==> src/rtl/sort_ram_2r1w.sv <==
// Sorter storage: one write port, two registered read ports, and a sequential
// clear engine that sweeps CLEAR_VALUE through the array after reset or on request.
module sort_ram_2r1w #(
    parameter int                    ADDR_WIDTH  = 4,
    parameter int                    DATA_WIDTH  = 8,
    parameter logic [DATA_WIDTH-1:0] CLEAR_VALUE = '0
) (
    input  logic                  clk,
    input  logic                  rst,
    input  logic                  clear_req,
    output logic                  busy,
    input  logic                  we,
    input  logic [ADDR_WIDTH-1:0] waddr,
    input  logic [DATA_WIDTH-1:0] wdata,
    input  logic                  re_a,
    input  logic [ADDR_WIDTH-1:0] raddr_a,
    output logic [DATA_WIDTH-1:0] rdata_a,
    output logic                  rvalid_a,
    input  logic                  re_b,
    input  logic [ADDR_WIDTH-1:0] raddr_b,
    output logic [DATA_WIDTH-1:0] rdata_b,
    output logic                  rvalid_b
);

    localparam int DEPTH = 1 << ADDR_WIDTH;

    typedef enum logic {
        S_CLEAR = 1'b0,
        S_READY = 1'b1
    } state_t;

    state_t                  state_q;
    state_t                  state_d;
    logic [ADDR_WIDTH-1:0]   ptr_q;
    logic [DATA_WIDTH-1:0]   mem [DEPTH];
    logic                    access;

    always_ff @(posedge clk or posedge rst) begin
        if (rst) begin
            state_q <= S_CLEAR;
            ptr_q   <= '0;
        end else begin
            state_q <= state_d;
            // ptr naturally wraps to 0 on the last clear write
            if (state_q == S_CLEAR) begin
                ptr_q <= ptr_q + 1'b1;
            end
        end
    end

    always_comb begin
        state_d = state_q;
        busy    = 1'b0;
        access  = 1'b0;
        case (state_q)
            S_CLEAR: begin
                busy = 1'b1;
                if (&ptr_q) begin
                    state_d = S_READY;
                end
            end
            S_READY: begin
                if (clear_req) begin
                    state_d = S_CLEAR;
                end else begin
                    access = 1'b1;
                end
            end
            default: state_d = S_CLEAR;
        endcase
    end

    always_ff @(posedge clk) begin
        if (state_q == S_CLEAR) begin
            mem[ptr_q] <= CLEAR_VALUE;
        end else if (access && we) begin
            mem[waddr] <= wdata;
        end
    end

    // Write-first: a same-edge write to the read address bypasses the array
    always_ff @(posedge clk or posedge rst) begin
        if (rst) begin
            rdata_a  <= '0;
            rvalid_a <= 1'b0;
            rdata_b  <= '0;
            rvalid_b <= 1'b0;
        end else begin
            rvalid_a <= access && re_a;
            rvalid_b <= access && re_b;
            if (access && re_a) begin
                rdata_a <= (we && (waddr == raddr_a)) ? wdata : mem[raddr_a];
            end
            if (access && re_b) begin
                rdata_b <= (we && (waddr == raddr_b)) ? wdata : mem[raddr_b];
            end
        end
    end

endmodule
==> config.mk <==
export PLATFORM = sky130hd
export DESIGN_NAME = sort_ram_2r1w
export DESIGN_NICKNAME = d
export VERILOG_FILES = /design/src/rtl/sort_ram_2r1w.sv
export SDC_FILE = /design/constraint.sdc
export NUM_CORES = 1
export LEC_CHECK = 0
export ABC_CLOCK_PERIOD_IN_PS = 1800
export BUFFER_PORTS_ARGS = -buffer_cell sky130_fd_sc_hd__buf_4
export CAP_MARGIN = 20
export CORE_MARGIN = 3
export CORE_UTILIZATION = 55
export CTS_CLUSTER_DIAMETER = 50
export DETAILED_ROUTE_END_ITERATION = 7
export PLACE_DENSITY = 0.86
export SYNTH_ARGS = -nofsm -noshare
export SYNTH_HDL_FRONTEND = slang
export SYNTH_SLANG_ARGS = --single-unit
==> constraint.sdc <==
create_clock -name clk -period 1.8 [get_ports clk]
set_input_delay 0.36 -clock clk [delete_from_list [all_inputs] [get_ports clk]]
set_output_delay 0.36 -clock clk [all_outputs]
set_load 0.005 [all_outputs]
==> impl_metrics.ini <==
[power]
intPower_mw = 9.23
switching_share = 0.352
p_clk_frac = 0.245
seq_power_share = 0.359
powerDensity_nw_per_um2 = 1420
power.leakage_nw = 3.67
irDropWorstVdd_mv = 0.881
power_mw = 14.2
power_frac_comb = 0.395
power.switching_mw = 5.00

[timing]
rsz0062_at_grt = yes
fin_crit_sh = 1.18
slew_headroom = 0.240
skew_ns = 0.0104
post-route-min-period_ns = 2.12
worst_hold_slack_ns = 0.0313
fmax_mhz = 472
tightestPinTransition_ns = 1.14
fin_ws_ns = -0.319
tns_ns = -9.04
hold_violations = 0
setup_viol = 123
drv_slew = 0

[synthesis]
yosysSeqAreaShare = 0.600
netlist_area_sq_um = 7360
yosys_warnings = 0
syn_avg_cell_area_sq_um = 16.7
synthFlopType = edfxtp_1
ys_async_sr_fraction = 0.152
synthesis.nets = 468
ys_ff_latch = 151
yosysTopAreaCell = edfxtp_1
yosysUniqueCellTypes = 42
synth-edff-count = 128
syn_inst = 441
synth_area_leaders = edfxtp_1 52%, mux4_2 21%, dfrtp_1 7.8%
yosysTopAreaCellShare = 0.522

[cts]
cts_buffers = 17
cts_max_level = 4
clk_path_buf_depth = 2
clock_sink_count = 151
clk_latency_ns = 0.43
path_clk_slew_ns = 0.06
cts_root_buffer = clkbuf_16
cts_tree = built

[run_status]
violations = negative setup slack
status = finished with violations

[placement]
placed_area_sq_um = 8750
portBuffers = 44
dpl.hpwl_microns = 14900
placed_cells = 711
gp_congestion = 0.917
detailedPlace.worstSlack_ns = -0.502

[routing]
vias = 5852
viasPerCell = 7.68
drt_iter0_markers = 1226
ant_nets = 0
wl_per_cell_microns = 36.4
dr.pass1.iters = 6
route.detailed.drc = 0
wl_microns = 27700

[worst_setup_path]
worstPathCellList = mux4_2, mux4_2, clkinv_2, a211oi_2, a311o_1
endpoint_kind = flip-flop
worstPathMaxFanout = 2
cp-start-kind = flip-flop
critPathMostFrequentCell = mux4_2
critPathArrivalTime_ns = 2.44
slowest_delay_ns = 0.57
worstPathRequired_ns = 2.12
crit_type = reg -> reg
crit_slowest_cell = mux4_2

[final_layout]
fin_area_sq_um = 10000
final_core_util = 0.780
drive_above_1_share = 0.558
final_common_cell = edfxtp_1
num-nets-final = 604
fin_cells = 762
area_growth_pct = 36.5
final_cell_mix = 128 x edfxtp_1, 95 x buf_4, 72 x mux4_2, 28 x buf_6, 24 x buf_12
antenna_cells = 0
nFillCells = 583

[global_route]
grt_pass1_vias = 5672
grt_use_total = 0.349
antenna_found_initial = 1
grt_pass1_wl_microns = 36600
grt-ovfl-total = 0
grt_max_degree = 24

[floorplan]
die-area_sq_um = 14800
die_w_microns = 122
rows = 41
core-area_sq_um = 12900
initial_core_util = 0.572
die_h_microns = 122
io_pins = 45

[job]
cap_violations = 0

[hold_path]
hold_path.class = in -> async
worst max-delay path, delay by kind of cell (launching register included):
kind            cells  cell delay [ns]
mux                 2             1.07
flops               1             0.55
buf+inv             1             0.08
compound gates      2             0.30
worst paths after layout:
check / from / end / slack [ns] / depth (start not counted)
setup / recovery: mem[14][1] / rdata_a[1] / -0.32 / 5
hold / removal: rst / rdata_a[1] / 0.03 / 3
setup reg to reg: mem[14][1] / rdata_a[1] / -0.32 / 5
hold reg to reg: rdata_b[7] / rdata_b[7] / 0.56 / 2
max in group asynchronous: rst / state_q / 1.49 / 3
min in group clk: re_b / rvalid_b / 0.33 / 3
synthesized netlist by cell type (10+ instances only):
master / count
nand2_1: 12
dfrtp_1: 23
mux4_2: 68
clkbuf_1: 19
a22oi_1: 16
a31oi_1: 13
clkinv_1: 10
and2_1: 21
nor2_1: 31
edfxtp_1: 128
xnor2_1: 10
logic make-up (layout without fill, tap and decap cells):
logic type / after synthesis / in the layout / synth area share
simple gates: 82 / 82 / 0.0547
flops: 151 / 151 / 0.600
buf+inv: 48 / 197 / 0.0299
compound gates: 70 / 70 / 0.0697
xor+xnor: 15 / 15 / 0.0189
fa+ha+maj: 1 / 1 / 0.00170
mux: 74 / 74 / 0.225
power by group through the flow:
stage	clock network [mW]	logic [mW]	registers (mW)
6_report	3.49	5.63	5.12
5_1_grt	3.64	5.74	5.13
4_1_cts	3.43	4.83	4.99
3_5_place_dp	0	4.11	5.02
3_3_place_gp	0	3.94	4.96
2_1_floorplan	0	2.13	4.88
timing repair:
item | CTS | global route
pin swaps | 16 | 40
gates cloned | 1 | 0
hold buffers | 0 | 0
gates resized for setup | 64 | 61
buffers inserted | 15 | 8
endpoints found under the setup margin | 141 | 224
layer usage:
| layer | up-vias | track usage | routed length (microns) |
|---|---|---|---|
| li1 | 2079 | - | - |
| met1 | 2876 | 0.431 | 8230 |
| met2 | 683 | 0.569 | 13000 |
| met3 | 212 | 0.101 | 3950 |
| met4 | 2 | 0.174 | 2460 |
| met5 | - | 0 | 39 |
flip-flops by register name, indices dropped and copies added, names as in the netlist:
register  count
rdata_a       8
rvalid_a      1
rdata_b       8
ptr_q         4
state_q       1
rvalid_b      1
mem         128
final cells by class:
| type | instances | area [sq um] | share of cell area |
|---|---|---|---|
| clock buffer | 19 | 433 | 0.0431 |
| clock inverter | 13 | 130 | 0.0129 |
| inverter | 16 | 62.6 | 0.00623 |
| multi-input combinational | 242 | 3240 | 0.322 |
| sequential | 151 | 4420 | 0.440 |
| tap | 172 | 215 | 0.0214 |
| timing repair buffer | 149 | 1550 | 0.154 |
Note: power is estimated with default switching activity, not from simulation.
